File: src/rtl/sar_adc_sampler_if.sv
// ADC handshake (start/den/dout) and downstream valid/ready stream of the SAR sampler.
// master = sampler side, slave = ADC model / downstream consumer side.
interface sar_adc_sampler_if #(
  parameter int unsigned ADC_WIDTH = 8
);
  logic                 adc_start;
  logic                 adc_den;
  logic [ADC_WIDTH-1:0] adc_dout;
  logic [ADC_WIDTH-1:0] out_data;
  logic                 out_valid;
  logic                 out_ready;

  modport master (
    output adc_start,
    input  adc_den,
    input  adc_dout,
    output out_data,
    output out_valid,
    input  out_ready
  );

  modport slave (
    input  adc_start,
    output adc_den,
    output adc_dout,
    input  out_data,
    input  out_valid,
    output out_ready
  );
endinterface

File: src/rtl/sar_adc_sampler.sv
// SAR ADC sampler: paces conversions (timer or trig), collects results into a one-entry holding register.
// Optional averaging of 2^AVG_LOG2 captures is enabled by defining SAR_AVG_EN.
module sar_adc_sampler #(
  parameter int unsigned ADC_WIDTH = 8,
  parameter int unsigned PERIOD    = 64,
  parameter int unsigned TIMEOUT   = 32,
  parameter int unsigned AVG_LOG2  = 2
) (
  input  logic clk,
  input  logic rst_n,
  input  logic en,
  input  logic trig,
  input  logic ovr_clr,
  output logic busy,
  output logic ovr,
  output logic tmo,
  sar_adc_sampler_if.master bus
);

  localparam int unsigned TMR_W = (PERIOD > 1) ? $clog2(PERIOD) : 1;
  localparam int unsigned TO_W  = (TIMEOUT > 1) ? $clog2(TIMEOUT) : 1;
  localparam bit CFG_OK = (PERIOD >= ADC_WIDTH + 4) && (TIMEOUT >= ADC_WIDTH + 2) && (AVG_LOG2 <= 4);

  generate
    if (!CFG_OK) begin : g_cfg_err
      $error("sar_adc_sampler: illegal PERIOD/TIMEOUT/AVG_LOG2 combination");
    end
  endgenerate

  typedef enum logic [1:0] {S_IDLE, S_START, S_WAIT} state_e;

  state_e               state_q, state_d;
  logic [TMR_W-1:0]     timer_q, timer_d;
  logic [TO_W-1:0]      tcnt_q, tcnt_d;
  logic                 pending_q, pending_d;
  logic                 adc_start_q, adc_start_d;
  logic [ADC_WIDTH-1:0] out_data_q, out_data_d;
  logic                 out_valid_q, out_valid_d;
  logic                 busy_q, busy_d;
  logic                 ovr_q, ovr_d;
  logic                 tmo_q, tmo_d;

  logic                 timer_term;
  logic                 req;
  logic                 cap;
  logic                 pop;
  logic                 push;
  logic [ADC_WIDTH-1:0] push_data;
  logic                 ovr_set;

`ifdef SAR_AVG_EN
  localparam int unsigned ACC_W = ADC_WIDTH + AVG_LOG2;
  localparam int unsigned CNT_W = (AVG_LOG2 > 0) ? AVG_LOG2 : 1;

  logic [ACC_W-1:0] acc_q, acc_d;
  logic [CNT_W-1:0] avg_cnt_q, avg_cnt_d;
  logic [ACC_W-1:0] acc_sum;
`endif

  always_comb begin
    state_d     = state_q;
    timer_d     = timer_q;
    tcnt_d      = tcnt_q;
    pending_d   = pending_q;
    adc_start_d = 1'b0;
    out_data_d  = out_data_q;
    out_valid_d = out_valid_q;
    tmo_d       = 1'b0;
    cap         = 1'b0;
    ovr_set     = 1'b0;
    push        = 1'b0;
    push_data   = bus.adc_dout;
`ifdef SAR_AVG_EN
    acc_d       = acc_q;
    avg_cnt_d   = avg_cnt_q;
    acc_sum     = acc_q + ACC_W'(bus.adc_dout);
`endif

    // Period timer; held at zero while disabled.
    timer_term = en && (timer_q == TMR_W'(PERIOD - 1));
    if (!en || timer_term) begin
      timer_d = '0;
    end else begin
      timer_d = timer_q + TMR_W'(1);
    end

    // Coincident timer/trig requests merge into one; anything arriving while occupied is an overrun.
    req = timer_term || trig;
    if (req) begin
      if (pending_q || (state_q != S_IDLE)) begin
        ovr_set = 1'b1;
      end else begin
        pending_d = 1'b1;
      end
    end

    case (state_q)
      S_IDLE: begin
        if (pending_q) begin
          state_d     = S_START;
          pending_d   = 1'b0;
          tcnt_d      = '0;
          adc_start_d = 1'b1;
        end
      end
      S_START: begin
        state_d = S_WAIT;
        tcnt_d  = tcnt_q + TO_W'(1);
      end
      S_WAIT: begin
        if (bus.adc_den) begin
          cap     = 1'b1;
          state_d = S_IDLE;
        end else if (tcnt_q == TO_W'(TIMEOUT - 1)) begin
          tmo_d   = 1'b1;
          state_d = S_IDLE;
        end else begin
          tcnt_d = tcnt_q + TO_W'(1);
        end
      end
      default: state_d = S_IDLE;
    endcase

`ifdef SAR_AVG_EN
    // Only the completed average reaches the holding register.
    if (cap) begin
      if (avg_cnt_q == CNT_W'((2 ** AVG_LOG2) - 1)) begin
        push      = 1'b1;
        push_data = ADC_WIDTH'(acc_sum >> AVG_LOG2);
        acc_d     = '0;
        avg_cnt_d = '0;
      end else begin
        acc_d     = acc_sum;
        avg_cnt_d = avg_cnt_q + CNT_W'(1);
      end
    end
`else
    push = cap;
`endif

    // One-entry holding register; a simultaneous pop makes room for the new sample.
    pop = out_valid_q && bus.out_ready;
    if (pop) begin
      out_valid_d = 1'b0;
    end
    if (push) begin
      if (out_valid_q && !pop) begin
        ovr_set = 1'b1;
      end else begin
        out_valid_d = 1'b1;
        out_data_d  = push_data;
      end
    end

    busy_d = (state_d != S_IDLE);
    ovr_d  = ovr_clr ? 1'b0 : (ovr_q || ovr_set);
  end

  always_ff @(posedge clk or negedge rst_n) begin
    if (!rst_n) begin
      state_q     <= S_IDLE;
      timer_q     <= '0;
      tcnt_q      <= '0;
      pending_q   <= 1'b0;
      adc_start_q <= 1'b0;
      out_data_q  <= '0;
      out_valid_q <= 1'b0;
      busy_q      <= 1'b0;
      ovr_q       <= 1'b0;
      tmo_q       <= 1'b0;
`ifdef SAR_AVG_EN
      acc_q       <= '0;
      avg_cnt_q   <= '0;
`endif
    end else begin
      state_q     <= state_d;
      timer_q     <= timer_d;
      tcnt_q      <= tcnt_d;
      pending_q   <= pending_d;
      adc_start_q <= adc_start_d;
      out_data_q  <= out_data_d;
      out_valid_q <= out_valid_d;
      busy_q      <= busy_d;
      ovr_q       <= ovr_d;
      tmo_q       <= tmo_d;
`ifdef SAR_AVG_EN
      acc_q       <= acc_d;
      avg_cnt_q   <= avg_cnt_d;
`endif
    end
  end

  assign bus.adc_start = adc_start_q;
  assign bus.out_data  = out_data_q;
  assign bus.out_valid = out_valid_q;
  assign busy          = busy_q;
  assign ovr           = ovr_q;
  assign tmo           = tmo_q;

endmodule
File: src/flat_wrapper.sv
// flat-port wrapper written by rule: the top's interface ports become plain ports
module sar_adc_sampler_flat 
#(
  parameter int unsigned ADC_WIDTH = 8,
  parameter int unsigned PERIOD    = 64,
  parameter int unsigned TIMEOUT   = 32,
  parameter int unsigned AVG_LOG2  = 2
)
  (clk, rst_n, en, trig, ovr_clr, busy, ovr, tmo, bus_adc_start, bus_adc_den, bus_adc_dout, bus_out_data, bus_out_valid, bus_out_ready);
  sar_adc_sampler_if #(.ADC_WIDTH(ADC_WIDTH)) bus_i ();
  input  logic clk;
  input  logic rst_n;
  input  logic en;
  input  logic trig;
  input  logic ovr_clr;
  output logic busy;
  output logic ovr;
  output logic tmo;
  output wire logic [$bits(bus_i.adc_start)-1:0] bus_adc_start;
  input wire logic [$bits(bus_i.adc_den)-1:0] bus_adc_den;
  input wire logic [$bits(bus_i.adc_dout)-1:0] bus_adc_dout;
  output wire logic [$bits(bus_i.out_data)-1:0] bus_out_data;
  output wire logic [$bits(bus_i.out_valid)-1:0] bus_out_valid;
  input wire logic [$bits(bus_i.out_ready)-1:0] bus_out_ready;
  assign bus_adc_start = bus_i.adc_start;
  assign bus_i.adc_den = bus_adc_den;
  assign bus_i.adc_dout = bus_adc_dout;
  assign bus_out_data = bus_i.out_data;
  assign bus_out_valid = bus_i.out_valid;
  assign bus_i.out_ready = bus_out_ready;
  sar_adc_sampler #(.ADC_WIDTH(ADC_WIDTH), .PERIOD(PERIOD), .TIMEOUT(TIMEOUT), .AVG_LOG2(AVG_LOG2)) u_core (.clk(clk), .rst_n(rst_n), .en(en), .trig(trig), .ovr_clr(ovr_clr), .busy(busy), .ovr(ovr), .tmo(tmo), .bus(bus_i));
endmodule
File: config.mk
export PLATFORM = sky130hd
export DESIGN_NAME = sar_adc_sampler_flat
export DESIGN_NICKNAME = d
export VERILOG_FILES = /design/src/rtl/sar_adc_sampler_if.sv /design/src/rtl/sar_adc_sampler.sv /design/src/flat_wrapper.sv
export SDC_FILE = /design/constraint.sdc
export NUM_CORES = 1
export LEC_CHECK = 0
export BUFFER_PORTS_ARGS = -buffer_cell sky130_fd_sc_hd__buf_2
export CORE_MARGIN = 2
export CORE_UTILIZATION = 40
export CTS_CLUSTER_SIZE = 10
export DETAILED_ROUTE_END_ITERATION = 7
export SLEW_MARGIN = 5
export SYNTH_ARGS = -nofsm -noshare
export SYNTH_HDL_FRONTEND = slang
export SYNTH_SLANG_ARGS = --single-unit
File: constraint.sdc
create_clock -name clk -period 2.5 [get_ports clk]
set_input_delay 0.125 -clock clk [delete_from_list [all_inputs] [get_ports clk]]
set_output_delay 0.125 -clock clk [all_outputs]
set_load 0.02 [all_outputs]
After elaboration in Yosys (flattened, before gate mapping)
Cells that the tools add are included.
Widths: inputs -> output; s select.
{ "word_totals": {"register_bits": 27, "input_bits": 15, "out_inout_bits": 13} }
{ "op_classes": {"add_sub_neg": 2, "eq_ne": 7, "mux": 28, "bitwise_logic": 1, "reduce_logical": 15} }
{ "ops": {"columns": ["cell", "count"], "rows": [
  ["$mux 1", 19],
  ["$mux 5", 3],
  ["$pmux 5 s3", 1],
  ["$add 6x1->6 const B", 1],
  ["$eq 6x6->1 const B", 1],
  ["$mux 2", 3],
  ["$mux 6", 1],
  ["$pmux 2 s3", 1],
  ["$add 5x1->5 const B", 1],
  ["$eq 5x5->1 const B", 1],
  ["$logic_or 1x1->1", 4],
  ["$ne 2x2->1 const B", 2],
  ["$reduce_and 4->1", 1],
  ["$reduce_bool 2->1", 2],
  ["$logic_and 1x1->1", 3],
  ["$reduce_bool 3->1", 1],
  ["$eq 2x1->1 const B", 1],
  ["$eq 2x2->1 const B", 1],
  ["$logic_not 1->1", 2],
  ["$logic_not 2->1", 1],
  ["$ne 2x1->1 const B", 1],
  ["$reduce_and 2->1", 1],
  ["$not 1->1", 1]
]} }

Logic depth before layout (Yosys ltp)
{ "depth": {"depth_word": 8, "mapped_depth": 6, "depth_no_buf": 6} }

Least setup slack after synthesis
OpenSTA, ideal clock, no wires.
{ "synth_timing": {"path_type": "register to register", "start": "register u_core.tcnt_q[0]", "end": "register u_core.tcnt_q[2]", "setup_ps": 76, "t_arrival_ps": 1768, "required_time_ps": 2424, "slack_ps": 655, "stages_incl_launch_ff": 7, "path_cell_list": "dfrtp_1 ha_1 and3_1 ha_1 o21a_1 or4b_4 o21ai_1"} }
{ "synth_via": {"elab_chain_len": 4, "elab_cells_between_ends": 7} }
{ "synth_rtl": {"columns": ["item", "line_no", "rtl"], "rows": [
  ["from (decl)", "sar_adc_sampler.sv:34", "logic [TO_W-1:0] tcnt_q, tcnt_d;"],
  ["from (signal assigned)", "sar_adc_sampler.sv:178", "tcnt_q <= tcnt_d;"],
  ["$add 5x1->5", "sar_adc_sampler.sv:108, sar_adc_sampler.sv:118", null],
  ["$mux 5", "sar_adc_sampler.sv:114", "end else if (tcnt_q == TO_W'(TIMEOUT - 1)) begin"],
  ["$mux 5", "sar_adc_sampler.sv:111", "if (bus.adc_den) begin"],
  ["$pmux 5 s3", "sar_adc_sampler.sv:97", "case (state_q)"]
]} }
Parallel ways exist; a longest one is shown, timed or not. The select of a mux whose other input is x is not followed.
A chain may end at the register's enable or synchronous reset.

Final worst setup path
Ends and elaborated chain as after synthesis.

==> run summary <==
status = finished clean
drt total wl = 2260 um
wire length per cell = 12.09 um
routed via count = 917
nets = 166
hold_ws = 0.03168 ns
syn_area_per_cell = 11.63 um^2
Root Buffer = clkbuf_4
Worst-Margin Slew = 0.5897 ns
Netlist Area Pre-Place = 1267 um^2
sw frac = 38.12%
Post-Layout Cell Count = 187
FMAX = 509.3 MHz
vias per cell = 4.904
Final Instance Area = 1514 um^2
Max Cap Viol = 0
total CTS buffers = 3
RePlAce Congestion = 0.7761
Worst-Skew Late Latency = 0.31 ns
hold crit path type = primary input to flop
critical path data arrival time = 2.22 ns
P_leak = 0.7445 nW
crit share post-route = 78.55%
Netlist cell types = 34
Post-synth EDFFs = 0
Psw = 0.5729 mW
largest net degree at the start of global routing = 28
sequential fraction of the synthesis area = 53.31%
Gate power share = 44.0%
utilization after layout = 50.00%
initial antenna violation count = 0
Cell Rows = 20
Mapped Cells = 109
clk_skew = 0.001892 ns
crit path launch type = flop
buffers added on ports = 27
PwrDens = 992.9 nW/um^2
total power = 1.503 mW
dpl cell area = 1458 um^2
GRT Total Usage = 14.12%
placed cell count = 180
Die Ht = 60.29 um
VDD IR max = 0.2413 mV
CTS tree = yes
H-tree levels = 1
share of cells above drive strength 1 = 31.47%
global-route wire length before repair = 3850 um
Mapped Nets = 131
Slew Limit Fails = 0
vias in the first global route = 890
Initial Utilization = 41.86%
IO Pins = 28
die extent in x = 60.29 um
total gr overflow = 0
Starting DRT DRC Count = 46
most frequent cells in the layout = buf_2 (27), dfrtp_1 (27), inv_1 (10), mux2_2 (8), ha_1 (7)
Final min period = 1.964 ns
ys async rst share = 100.0%
area grow syn2layout = 19.45%
WP data required = 2.75 ns
Sum Neg Setup Slack = 0 ns
Final Setup Violations = 0
core area = 3028 um^2
DPL Wire Length = 1688 um
Post-DRT Antenna Nets = 0
die area = 3635 um^2
CTS Sinks = 27
Place WS = 0.5505 ns
Main synth FF type = dfrtp_1
Setup WS post-layout = 0.5363 ns
CP endpoint kind = flop
clk buf depth = 2
# resized after CTS = 0
Remaining DRCs = 0
Seq cells post-synth = 27
Reg power frac = 43.7%
yosys warns = 0
Worst-path clk slew = 0.14 ns
drt first pass iters = 4
Final Hold Viols = 0
RSZ-0062 raised after global routing = false
Clk pwr share = 12.3%
ANT cells = 0
maximum fanout along the worst path = 4
Crit Path Class = flop to flop
P_int = 0.9302 mW
Slew HR = 60.68%
==> state kept, by name, summed over array words and instances (netlist names) <==
register / flops
u_core.bus.out_data: 8
u_core.tcnt_q: 5
u_core.state_q: 2
u_core.bus.adc_start: 1
u_core.tmo: 1
u_core.ovr: 1
u_core.timer_q: 6
u_core.pending_q: 1
u_core.busy: 1
u_core.bus.out_valid: 1
==> power by group through the flow <==
stage                     clock network (mW)  logic (mW)  registers (mW)
after global placement                     0       0.656           0.659
final                                  0.185       0.662           0.657
after floorplan                            0       0.367           0.771
after detailed placement                   0       0.666           0.669
after global routing                   0.216       0.747           0.678
after CTS                              0.193       0.672           0.660
==> timing repair <==
action / 4_1_cts / 5_1_grt
hold buffers: 3 / 0
hold endpoints to repair: 29 / 0
setup buffers: 0 / 0
==> layer usage <==
layer | global-route usage, % | vias up | part of all wire [%]
met5 | 0 | - | 0
li1 | - | 450 | -
met4 | 3.810 | 0 | 0.93
met1 | 17.62 | 445 | 47
met3 | 2.814 | 2 | 4.7
met2 | 24.69 | 20 | 48
==> worst paths after layout <==
| check | from | endpoint | slack [ns] | cells after the start |
|---|---|---|---|---|
| max | u_core.tcnt_q[0]$_DFFE_PN0P_ | u_core.tcnt_q[2]$_DFFE_PN0P_ | 0.54 | 6 |
| min | bus_adc_dout[1] | u_core.bus.out_data[1]$_DFFE_PN0P_ | 0.03 | 2 |
| max reg2reg | u_core.tcnt_q[0]$_DFFE_PN0P_ | u_core.tcnt_q[2]$_DFFE_PN0P_ | 0.54 | 6 |
| min reg2reg | u_core.timer_q[0]$_DFF_PN0_ | u_core.timer_q[0]$_DFF_PN0_ | 0.48 | 1 |
| max in group asynchronous | rst_n | u_core.tcnt_q[4]$_DFFE_PN0P_ | 1.79 | 2 |
| min in group asynchronous | rst_n | u_core.bus.out_data[4]$_DFFE_PN0P_ | 0.33 | 2 |
==> kinds of logic (layout without fill, tap and decap cells) <==
family / count (synthesis) / count (layout) / synth area share, %
buf+inv: 10 / 44 / 2.962
simple gates: 33 / 33 / 16.09
compound gates: 18 / 18 / 9.181
fa+ha+maj: 7 / 7 / 6.910
flops: 27 / 27 / 53.31
mux: 11 / 11 / 9.477
xor+xnor: 3 / 3 / 2.073
==> worst max-delay path, cell delays in order, from the launching register on <==
cell,delay [ns]
dfrtp_1,0.43
ha_1,0.23
and3_1,0.18
ha_1,0.20
o21a_1,0.22
or4b_4,0.50
o21ai_1,0.14
==> area by class of cell <==
type,count,area (um^2)
clock buffer,4,26.28
timing repair buffer,30,165.2
inverter,10,37.54
fill,284,1514
tap,44,55.05
multi-input combinational,72,554.3
sequential,27,675.6
==> cells in the mapped netlist (all sizes together) (2+ instances only) <==
master / n / area, um^2
dfrtp: 27 / 675.7
inv: 10 / 37.54
mux2: 8 / 90.09
ha: 7 / 87.58
o21ai: 6 / 30.02
nand2: 5 / 18.77
nor3: 5 / 25.02
a21oi: 4 / 23.77
nand2b: 4 / 25.02
nand3: 4 / 20.02
mux2i: 3 / 30.03
nor2: 3 / 11.26
a211oi: 2 / 15.01
and2: 2 / 12.51
xor2: 2 / 17.52
No activity file was read; power rests on OpenSTA's default activity.
